### config.mk
export PLATFORM = sky130hd
export DESIGN_NAME = load_store_unit
export DESIGN_NICKNAME = d
export VERILOG_FILES = /design/src/rtl/load_store_unit.sv
export SDC_FILE = /design/constraint.sdc
export NUM_CORES = 1
export LEC_CHECK = 0
export ABC_AREA = 1
export CAP_MARGIN = 5
export CORE_MARGIN = 10
export CORE_UTILIZATION = 50
export DETAILED_ROUTE_END_ITERATION = 7
export DONT_BUFFER_PORTS = 1
export PLACE_DENSITY = 0.69
export SLEW_MARGIN = 15
export SYNTH_ARGS = -nofsm -noshare
export SYNTH_HDL_FRONTEND = slang
export SYNTH_SLANG_ARGS = --single-unit
### constraint.sdc
create_clock -name clk -period 5.45 [get_ports clk]
set_input_delay 0.545 -clock clk [delete_from_list [all_inputs] [get_ports clk]]
set_output_delay 0.545 -clock clk [all_outputs]
set_load 0.05 [all_outputs]
### src/rtl/load_store_unit.sv
// load_store_unit: initiator side of the word-addressed data-memory interface.
// Handles byte/halfword/word loads and stores from the datapath. Sub-word
// stores are done as read-modify-write because the memory writes whole words.
// Misaligned, reserved-size and out-of-range requests complete with resp_err
// after one cycle and never strobe the memory.
// Optional feature macro: LSU_PERF_CNT_EN (adds load/store/error counters).
module load_store_unit #(
  parameter int MEM_ADDR_BITS = 10,
  parameter bit CHECK_RANGE   = 1'b1
) (
  input  logic        clk,
  input  logic        reset,
  input  logic        req_valid,
  output logic        req_ready,
  input  logic        req_write,
  input  logic [1:0]  req_size,
  input  logic        req_signed,
  input  logic [31:0] req_addr,
  input  logic [31:0] req_wdata,
  output logic        resp_valid,
  output logic [31:0] resp_rdata,
  output logic        resp_err,
  output logic        mem_read,
  output logic        mem_write,
  output logic [31:0] mem_addr,
  output logic [31:0] mem_wdata,
  input  logic [31:0] mem_rdata
`ifdef LSU_PERF_CNT_EN
  ,
  output logic [15:0] load_cnt,
  output logic [15:0] store_cnt,
  output logic [15:0] err_cnt
`endif
);

  localparam logic [1:0] SZ_BYTE = 2'b00;
  localparam logic [1:0] SZ_HALF = 2'b01;
  localparam logic [1:0] SZ_WORD = 2'b10;

  typedef enum logic [1:0] {
    ST_IDLE   = 2'b00,
    ST_ACCESS = 2'b01,
    ST_RMW_WR = 2'b10,
    ST_DONE   = 2'b11
  } state_t;

  state_t      state_q;
  logic        req_ready_q;
  logic        resp_valid_q;
  logic        resp_err_q;
  logic [31:0] resp_rdata_q;
  logic        mem_read_q;
  logic        mem_write_q;
  logic [31:0] addr_q;
  logic [31:0] mem_wdata_q;
  logic [1:0]  size_q;
  logic        signed_q;
  logic        write_q;

  logic        accept_s;
  logic        out_of_range_s;
  logic        req_err_s;

  // Select the addressed lane of a memory word and sign/zero-extend it.
  function automatic logic [31:0] extend_load(input logic [31:0] word,
                                              input logic [1:0]  size,
                                              input logic [1:0]  lane,
                                              input logic        sgn);
    logic [7:0]  b;
    logic [15:0] h;
    logic [31:0] r;
    case (lane)
      2'b00:   b = word[7:0];
      2'b01:   b = word[15:8];
      2'b10:   b = word[23:16];
      2'b11:   b = word[31:24];
      default: b = 8'h00;
    endcase
    h = lane[1] ? word[31:16] : word[15:0];
    case (size)
      SZ_BYTE: r = sgn ? {{24{b[7]}}, b} : {24'h000000, b};
      SZ_HALF: r = sgn ? {{16{h[15]}}, h} : {16'h0000, h};
      default: r = word;
    endcase
    return r;
  endfunction

  // Replace the addressed lane of the old word with the low bits of the store data.
  function automatic logic [31:0] merge_lane(input logic [31:0] old_w,
                                             input logic [31:0] new_d,
                                             input logic [1:0]  size,
                                             input logic [1:0]  lane);
    logic [31:0] m;
    m = old_w;
    case (size)
      SZ_BYTE: begin
        case (lane)
          2'b00:   m[7:0]   = new_d[7:0];
          2'b01:   m[15:8]  = new_d[7:0];
          2'b10:   m[23:16] = new_d[7:0];
          2'b11:   m[31:24] = new_d[7:0];
          default: m = old_w;
        endcase
      end
      SZ_HALF: begin
        if (lane[1]) m[31:16] = new_d[15:0];
        else         m[15:0]  = new_d[15:0];
      end
      default: m = new_d;
    endcase
    return m;
  endfunction

  assign accept_s       = req_valid & req_ready_q;
  assign out_of_range_s = ((req_addr >> MEM_ADDR_BITS) != 32'd0);

  // Classify an incoming request as erroneous (alignment, reserved size, range).
  always_comb begin
    req_err_s = 1'b0;
    case (req_size)
      SZ_BYTE: req_err_s = 1'b0;
      SZ_HALF: req_err_s = req_addr[0];
      SZ_WORD: req_err_s = (req_addr[1:0] != 2'b00);
      default: req_err_s = 1'b1;
    endcase
    if (CHECK_RANGE && out_of_range_s) begin
      req_err_s = 1'b1;
    end else begin
      req_err_s = req_err_s;
    end
  end

  // Main FSM: sequences accept, memory access, optional write-back and response.
  always_ff @(posedge clk or posedge reset) begin
    if (reset) begin
      state_q      <= ST_IDLE;
      req_ready_q  <= 1'b1;
      resp_valid_q <= 1'b0;
      resp_err_q   <= 1'b0;
      resp_rdata_q <= 32'h0000_0000;
      mem_read_q   <= 1'b0;
      mem_write_q  <= 1'b0;
      addr_q       <= 32'h0000_0000;
      mem_wdata_q  <= 32'h0000_0000;
      size_q       <= 2'b00;
      signed_q     <= 1'b0;
      write_q      <= 1'b0;
    end else begin
      // strobes and the response are single-cycle pulses by default
      mem_read_q   <= 1'b0;
      mem_write_q  <= 1'b0;
      resp_valid_q <= 1'b0;
      case (state_q)
        ST_IDLE, ST_DONE: begin
          if (accept_s) begin
            addr_q       <= req_addr;
            size_q       <= req_size;
            signed_q     <= req_signed;
            write_q      <= req_write;
            mem_wdata_q  <= req_wdata;
            resp_rdata_q <= 32'h0000_0000;
            if (req_err_s) begin
              state_q      <= ST_DONE;
              resp_valid_q <= 1'b1;
              resp_err_q   <= 1'b1;
              req_ready_q  <= 1'b1;
            end else begin
              state_q     <= ST_ACCESS;
              resp_err_q  <= 1'b0;
              req_ready_q <= 1'b0;
              // only a full-word store can write without reading first
              if (req_write && (req_size == SZ_WORD)) mem_write_q <= 1'b1;
              else                                    mem_read_q  <= 1'b1;
            end
          end else begin
            state_q     <= ST_IDLE;
            req_ready_q <= 1'b1;
            resp_err_q  <= 1'b0;
          end
        end
        ST_ACCESS: begin
          if (write_q && (size_q == SZ_WORD)) begin
            state_q      <= ST_DONE;
            resp_valid_q <= 1'b1;
            req_ready_q  <= 1'b1;
          end else if (write_q) begin
            mem_wdata_q <= merge_lane(mem_rdata, mem_wdata_q, size_q, addr_q[1:0]);
            mem_write_q <= 1'b1;
            state_q     <= ST_RMW_WR;
          end else begin
            resp_rdata_q <= extend_load(mem_rdata, size_q, addr_q[1:0], signed_q);
            state_q      <= ST_DONE;
            resp_valid_q <= 1'b1;
            req_ready_q  <= 1'b1;
          end
        end
        ST_RMW_WR: begin
          state_q      <= ST_DONE;
          resp_valid_q <= 1'b1;
          req_ready_q  <= 1'b1;
        end
        default: begin
          state_q     <= ST_IDLE;
          req_ready_q <= 1'b1;
        end
      endcase
    end
  end

  assign req_ready  = req_ready_q;
  assign resp_valid = resp_valid_q;
  assign resp_err   = resp_err_q;
  assign resp_rdata = resp_rdata_q;
  assign mem_read   = mem_read_q;
  assign mem_write  = mem_write_q;
  assign mem_addr   = {addr_q[31:2], 2'b00};
  assign mem_wdata  = mem_wdata_q;

`ifdef LSU_PERF_CNT_EN
  logic [15:0] load_cnt_q;
  logic [15:0] store_cnt_q;
  logic [15:0] err_cnt_q;

  // Saturating 16-bit increment.
  function automatic logic [15:0] sat_inc(input logic [15:0] c);
    return (c == 16'hFFFF) ? c : c + 16'd1;
  endfunction

  // Count completed accesses by type; errored accesses go to err_cnt only.
  always_ff @(posedge clk or posedge reset) begin
    if (reset) begin
      load_cnt_q  <= 16'h0000;
      store_cnt_q <= 16'h0000;
      err_cnt_q   <= 16'h0000;
    end else if (resp_valid_q) begin
      if (resp_err_q)   err_cnt_q   <= sat_inc(err_cnt_q);
      else if (write_q) store_cnt_q <= sat_inc(store_cnt_q);
      else              load_cnt_q  <= sat_inc(load_cnt_q);
    end else begin
      load_cnt_q <= load_cnt_q;
    end
  end

  assign load_cnt  = load_cnt_q;
  assign store_cnt = store_cnt_q;
  assign err_cnt   = err_cnt_q;
`endif

endmodule

# ---- Yosys cells after proc, flatten, opt, wreduce, memory -nomap -nowiden
# Cells that the tools add are included.
dict set report classes {
  n_eq_ne 18
  n_mux 46
  bitwise_logic 1
  n_reduce_logical 15
}
# cell n
set op_table {}
lappend op_table {{$mux W32} 8}
lappend op_table {{$pmux W32 S2} 4}
lappend op_table {{$mux W16} 3}
lappend op_table {{$mux W8} 4}
lappend op_table {{$pmux W8 S4} 1}
lappend op_table {{$reduce_bool A32 Y1} 1}
lappend op_table {{$mux W1} 19}
lappend op_table {{$eq A2 B2 Y1 const B} 6}
lappend op_table {{$ne A3 B3 Y1 const B} 4}
lappend op_table {{$pmux W1 S3} 3}
lappend op_table {{$eq A2 B1 Y1 const B} 4}
lappend op_table {{$logic_not A2 Y1} 4}
lappend op_table {{$ne A2 B2 Y1 const B} 4}
lappend op_table {{$reduce_and A7 Y1} 1}
lappend op_table {{$pmux W2 S3} 1}
lappend op_table {{$reduce_and A6 Y1} 1}
lappend op_table {{$reduce_and A5 Y1} 1}
lappend op_table {{$mux W2} 2}
lappend op_table {{$reduce_and A4 Y1} 1}
lappend op_table {{$reduce_bool A2 Y1} 2}
lappend op_table {{$logic_and A1 B1 Y1} 2}
lappend op_table {{$pmux W1 S2} 1}
lappend op_table {{$reduce_and A2 Y1} 1}
lappend op_table {{$reduce_or A2 Y1} 1}
lappend op_table {{$and A1 B1 Y1} 1}
dict set report word_totals {
  regBits 107
  wordCells 94
  input_bits 103
  output_inout_bits 101
}

# ---- Logic depth before layout (Yosys ltp)
# Gate-level depths: netlist of run 1.
dict set report depth {
  depth_word 7
  mapped_depth 11
  mapped_depth_nobuf 10
}

# ---- Worst setup path before layout of run 1
# No wires, ideal clock.
dict set report synth_path {
  path_type {reg2reg}
  from {register req_ready_q, in the netlist req_ready}
  to {register mem_wdata_q[16], in the netlist mem_wdata[16]}
  stages_incl_launch_ff 11
  setup_slack_ps 3759
  required_time_ps 5332
  n_path_buf 1
  period_less_slack_ps 1691
  setup_ps 118
  t_arrival_ps 1574
  cell_sequence {dfstp_2 -> nand2_1 -> inv_1 -> nor2_1 -> nor2_4 -> nand2_2 -> nor2_8 -> inv_4 -> buf_6 -> nand2_1 -> nand2_1}
}
dict set report synth_via {
  elab_chain_len 3
}
# item line
set synth_lines {}
lappend synth_lines {{from (decl)} 48} ;# logic req_ready_q;
lappend synth_lines {{from (signal assigned)} 137} ;# req_ready_q <= 1'b1;
lappend synth_lines {{from (signal assigned)} 166} ;# req_ready_q <= 1'b1;
lappend synth_lines {{from (signal assigned)} 170} ;# req_ready_q <= 1'b0;
lappend synth_lines {{$and A1 B1 Y1} 114} ;# assign accept_s = req_valid & req_ready_q;
lappend synth_lines {{$ne A2 B2 Y1 (no line)} --}
lappend synth_lines {{$reduce_and A5 Y1 (no line)} --}
lappend synth_lines {{to (signal assigned)} 160} ;# mem_wdata_q <= req_wdata;
lappend synth_lines {{to (signal assigned)} 187} ;# mem_wdata_q <= merge_lane(mem_rdata, mem_wdata_q, size_q, addr_q[1:0]);
lappend synth_lines {{to (decl)} 55} ;# logic [31:0] mem_wdata_q;
# Every way passes these cells.
# A chain may end at the register's enable or synchronous reset.

# ---- Final worst setup path of run 1
dict set report layout_path {
  from {register state_q[0]}
  to {register mem_wdata_q[13], in the netlist mem_wdata[13]}
}
dict set report layout_via {
  elab_chain_len 4
  elab_cells_between_ends 12
}
# item line
set layout_lines {}
lappend layout_lines {{from (decl)} 47} ;# state_t state_q;
lappend layout_lines {{from (signal assigned)} 136} ;# state_q <= ST_IDLE;
lappend layout_lines {{from (signal assigned)} 163} ;# state_q <= ST_DONE;
lappend layout_lines {{from (signal assigned)} 168} ;# state_q <= ST_ACCESS;
lappend layout_lines {{$eq A2 B2 Y1 or $logic_not A2 Y1 (tied branches)} 153} ;# case (state_q)
lappend layout_lines {{$reduce_or A2 Y1} 153}
lappend layout_lines {{$ne A2 B2 Y1 (no line) or $reduce_bool A2 Y1 (tied branches)} --}
lappend layout_lines {{$reduce_and A6 Y1 (no line)} --}
# Parallel ways exist; a longest one is shown, timed or not.

==> out/qor.csv, run 1 <==
metric;value;unit
CTS sink cnt;107;
Post-Syn Instances;874;
FF/Latch Area;2680;um2
maxcap violations;0;
GRT Total Usage;0.217;
Seq/Total Area, Yosys;0.436;
Clk pwr share;0.127;
RSZ-0062 raised after global routing;no;
# hold bufs at CTS;0;
Final Hold Fails;0;
power per cell area;771;nW/um2
CTS buffer count;9;
final antenna-violating net count;0;
initial antenna violation count;0;
status;finished, final reports clean;
metal1 wirelength;7100;um
hold crit path type;input pin to asynchronous set/reset pin;
crit-path max FO;50;
most frequent cell after synthesis;nand2_1;
Synth Flop Type;dfrtp_1;
Synth Warn #;0;
Met2 Wirelength;8840;um
Post-Synthesis Mean Instance Area;7.02;um2
FF-to-FF Start;state_q[0];
TritonCTS clock tree;built;
pin count of the biggest net entering global routing;62;
Residual DRC;0;
Worst-path clk slew;0.07;ns
vias in the first global route;5202;
Congestion Overflow GR;0;
die area;17100;um2
Die H;131;um
final setup violation count;0;
sequential power share;0.551;
setup slack, reg-to-reg;2.67;ns
unique cell type count in the Yosys netlist;33;
share of layout cells above drive strength 1;0.0695;
Die X;131;um
synth top area cells;dfrtp_1, nand2_1, nor2_1;
min cycle time layout;2.78;ns
vias;5204;
# rows;40;
Post-synth EDFFs;0;
WP data arrival;3.02;ns
Util after Layout;0.513;
first-pass GRT wire length;28600;um
initial DRC count;525;
Clock Path Buffers;2;
Port-buffer cells;0;
skew final;0.00753;ns
WL final;18500;um
worst hold slack;0.117;ns
Sw Ratio;0.598;
P&R area growth vs syn;0.408;%
initial core utilization;0.511;
Boundary Pins;204;
setup total negative slack;0;ns
Post-DP HPWL;14200;um
DR pass1 iterations;5;
Peak VDD IR;0.000406;V
Comb pwr share;0.321;
LEAKAGE;0.00334;uW
flops & latches, synth;107;
total core area;12000;um2
P_sw;2840;uW
final cell count without fillers;967;
Final Wtd Congestion;0.898;
post-synth top area cell;dfrtp_1;
Achievable Freq;0.359;GHz
clock latency on the worst-skew pair;0.35;ns
worst reg2reg endpoint;mem_wdata[13];
Detail Route met3 WL;2170;um
H-tree depth;3;
worst-margin pin slew;1.05;ns
Layout fillers;1246;
Final Cycle Share;0.511;
most common library cells after synthesis;nand2_1, dfrtp_1, nor2_1;
critical path startpoint category;flop;
required time worst endpoint;5.69;ns
diode count;0;
Internal;1910;uW
placed cells;951;
post_cts resized;0;
Max transition margin;0.298;
DR vias/cell;5.38;
clk root buf;clkbuf_16;
share of the synthesized area in the top cell type;0.432;
length in cells of the worst reg-to-reg path;10;
crit end category;flop;
Slew Limit Fails;0;
Post-Syn Area;6140;um2
Setup Fix Bufs, Post-CTS;0;
wire length per cell;19.1;um
ys async rst share;1.00;
footprint of the multi-input gates;2810;um2
WS Path Type;flop to flop;
Max Used Layer;met4;
Nets;920;
-- layout by cell type (no fill, tap or decap), types with 3 or more instances in the layout --
cell / instances
a21oi_1: 18
clkbuf_16: 9
dfrtp_1: 105
buf_4: 3
nand3_1: 61
o22ai_1: 7
o21ai_0: 41
inv_2: 6
o211ai_1: 15
nand2_1: 372
nor2_1: 85
nand2_2: 6
inv_1: 41
or2_2: 16
o21ai_1: 6
-- worst max-delay path by stage --
stage,endpoint,depth (start not counted),slack (ns),start
floorplan,addr_q[0],1,2.09,reset
global placement,resp_rdata[0],10,2.80,state_q[1]
detailed placement,addr_q[23],5,2.68,req_ready
CTS,mem_wdata[13],10,2.69,state_q[0]
global route,mem_wdata[13],10,2.34,state_q[0]
finish,mem_wdata[13],10,2.67,state_q[0]
-- metal layers --
layer / track usage / up-vias
met5: 0 / -
met2: 0.352 / 190
met3: 0.0770 / 20
met1: 0.260 / 2402
li1: - / 2592
met4: 0.0824 / 0
-- final cells by class --
cell class	instances	area share
inverter	50	0.0313
multi-input combinational	644	0.456
timing repair buffer	3	0.00365
sequential	107	0.435
clock buffer	11	0.0378
tap	147	0.0298
clock inverter	5	0.00629
-- sequential cells by signal, summed over array words and instances, names as in the netlist, 2 cells and up --
name,count
state_q,2
size_q,2
resp_rdata,32
mem_wdata,32
addr_q,32
-- worst max-delay path, cell delays in order, from the launching register on --
cell and delay, ns:
dfrtp_1 0.38, ha_1 0.20, buf_4 0.27, inv_1 0.56
a21oi_1 0.11, inv_2 0.09, nand2_2 0.09, nor2_1 0.56
inv_1 0.21, nand2_1 0.10, nand2_1 0.07
-- logic make-up after synthesis --
| logic type | Yosys count | share of synthesized area |
|---|---|---|
| compound gates | 91 | 0.0838 |
| fa+ha+maj | 2 | 0.00408 |
| buf+inv | 124 | 0.107 |
| flops | 107 | 0.436 |
| other cells | 1 | 0.000611 |
| simple gates | 549 | 0.368 |
-- power by group through the flow --
stage / Clock, uW / Sequential, uW / Combinational [uW]
2_1_floorplan: 0 / 2070 / 1910
3_3_place_gp: 0 / 2640 / 1480
3_5_place_dp: 0 / 2640 / 1530
4_1_cts: 621 / 2630 / 1540
5_1_grt: 662 / 2670 / 1780
6_report: 605 / 2620 / 1530
-- metrics by stage --
| stage | total power [uW] | area, um2 | setup WS [ns] |
|---|---|---|---|
| global placement | 4120 | 5890 | 2.80 |
| finish | 4750 | 6160 | 2.67 |
| detailed placement | 4180 | 5890 | 2.68 |
| CTS | 4790 | 6160 | 2.69 |
| global route | 5120 | 6160 | 2.34 |
| floorplan | 3980 | 6140 | 2.09 |
Note: power is estimated with default switching activity, not from simulation.
==> run 2, diff against run 1 <==
- PLACE_DENSITY: 0.69 -> 0.72
- clock period: 5.45 -> 2.48 ns (I/O delays scaled with it)
==> run 2 against run 1 <==
  * Flip-flop and latch count stayed put
  * Clock skew is 0.0021 ns higher
  * Die area stayed put
  * Cell area is 4.9% higher
  * Core utilization is 2.5 points higher
  * Largest power group unchanged
  * Via count is 3.4% higher
  * Critical path depth is 1 lower
  * First-iteration DRC count is 1.7% lower
==> out/qor.csv, run 2 (synthesized netlist as in run 1, its figures left out) <==
metric;value;unit
final setup violation count;0;
Layout fillers;1174;
Util after Layout;0.538;
DR pass1 iterations;5;
total core area;12000;um2
H-tree depth;3;
Post-Layout Inst Area;6460;um2
crit-path max FO;15;
maxcap violations;0;
setup total negative slack;0;ns
P&R area growth vs syn;5.30;%
diode count;0;
clock latency on the worst-skew pair;0.36;ns
Peak VDD IR;0.000813;V
hold crit path type;input pin to flop;
initial antenna violation count;0;
final antenna-violating net count;0;
CTS buffer count;9;
fin worst setup slack;0.536;ns
share of layout cells above drive strength 1;0.0776;
footprint of the multi-input gates;2810;um2
Port-buffer cells;0;
CP max stage cell;dfstp_2;
Boundary Pins;204;
crit end category;flop;
# rows;40;
critical path startpoint category;flop;
most used cell, CP;nand2_1;
Post-DP HPWL;13700;um
Worst-path clk slew;0.08;ns
WS Path Type;flop to flop;
power per cell area;1640;nW/um2
initial core utilization;0.511;
Final Cycle Share;0.784;
TritonCTS clock tree;built;
Nets;951;
RSZ-0062 raised after global routing;no;
Max transition margin;0.533;
dpl ws;0.548;ns
initial DRC count;516;
vias;5382;
status;finished, final reports clean;
worst path cell trace;nand2_1 -> inv_1 -> nor2_1 -> nor2_4 -> nand2_2 -> nor2_8 -> buf_4 -> nand3_1 -> nand2_1;
CTS sink cnt;107;
LEAKAGE;0.00348;uW
max incr delay on CP;0.71;ns
vias in the first global route;5182;
min cycle time layout;1.94;ns
clk root buf;clkbuf_16;
worst-margin pin slew;0.701;ns
placed cell area;5970;um2
Final Hold Fails;0;
DR vias/cell;5.39;
family with the most delay on the worst path;simple AND/OR/NAND/NOR gates;
Die H;131;um
Congestion Overflow GR;0;
FF/Latch Area;2680;um2
GRT Total Usage;0.215;
Die X;131;um
leading cell type in the layout, fill and taps excluded;nand2_1;
Residual DRC;0;
wire length per cell;18.5;um
Final Wtd Congestion;0.883;
WP data arrival;2.25;ns
CP Buf/Inv Count;2;
skew final;0.00967;ns
required time worst endpoint;2.78;ns
first-pass GRT wire length;28300;um
Clock Path Buffers;2;
Achievable Freq;0.514;GHz
die area;17100;um2
post_cts resized;0;
most frequent cells in the layout;nand2_1, dfrtp_1, nor2_1;
pin count of the biggest net entering global routing;108;
WL final;18500;um
Slew Limit Fails;0;
==> run 2: what timing repair did <==
item | 4_1_cts | 5_1_grt
hold endpoints to repair | 127 | 0
hold buffers | 22 | 0
buffers inserted | 0 | 0
endpoints found under the setup margin | 0 | 0
==> run 2: report_power, final <==
group          total, uW  internal, uW  leakage, uW  switching, uW
logic               3520          1150      0.00198           2370
registers           5720          2470      0.00137           3250
clock network       1370           687     0.000132            678
total              10600          4310      0.00348           6290
==> run 2: layer usage <==
layer / vias to the layer above / GRT usage / wire (um)
met5: - / 0 / 0
met2: 221 / 0.333 / 8660
met3: 30 / 0.0870 / 2350
met4: 0 / 0.0896 / 471
li1: 2650 / - / -
met1: 2481 / 0.259 / 7020
==> run 2: metrics by stage <==
step	cells	power, uW	hold slack [ns]
3_5_place_dp	960	9260	0.342
4_1_cts	998	10700	0.00105
5_1_grt	998	11400	0.0144
2_1_floorplan	875	8750	0.365
3_3_place_gp	960	9170	0.337
6_report	998	10600	0.0154
==> run 2: worst paths after layout <==
kind | from | endpoint | slack [ns] | cells after the start
min | req_addr[11] | addr_q[11] | 0.02 | 2
min reg2reg | signed_q | signed_q | 0.58 | 2
min in group asynchronous | reset | resp_rdata[31] | 0.53 | 3
max | req_ready | mem_wdata[4] | 0.54 | 9
max in group asynchronous | reset | mem_wdata[15] | 1.49 | 3
max reg2reg | req_ready | mem_wdata[4] | 0.54 | 9
==> run 2: area by class of cell <==
type                    count  area share
well taps                 147      0.0284
flip-flops and latches    107       0.414
clock inverters             7     0.00793
inverters                  50      0.0300
multi-input cells         644       0.434
repair buffers             34      0.0499
clock buffers               9      0.0348
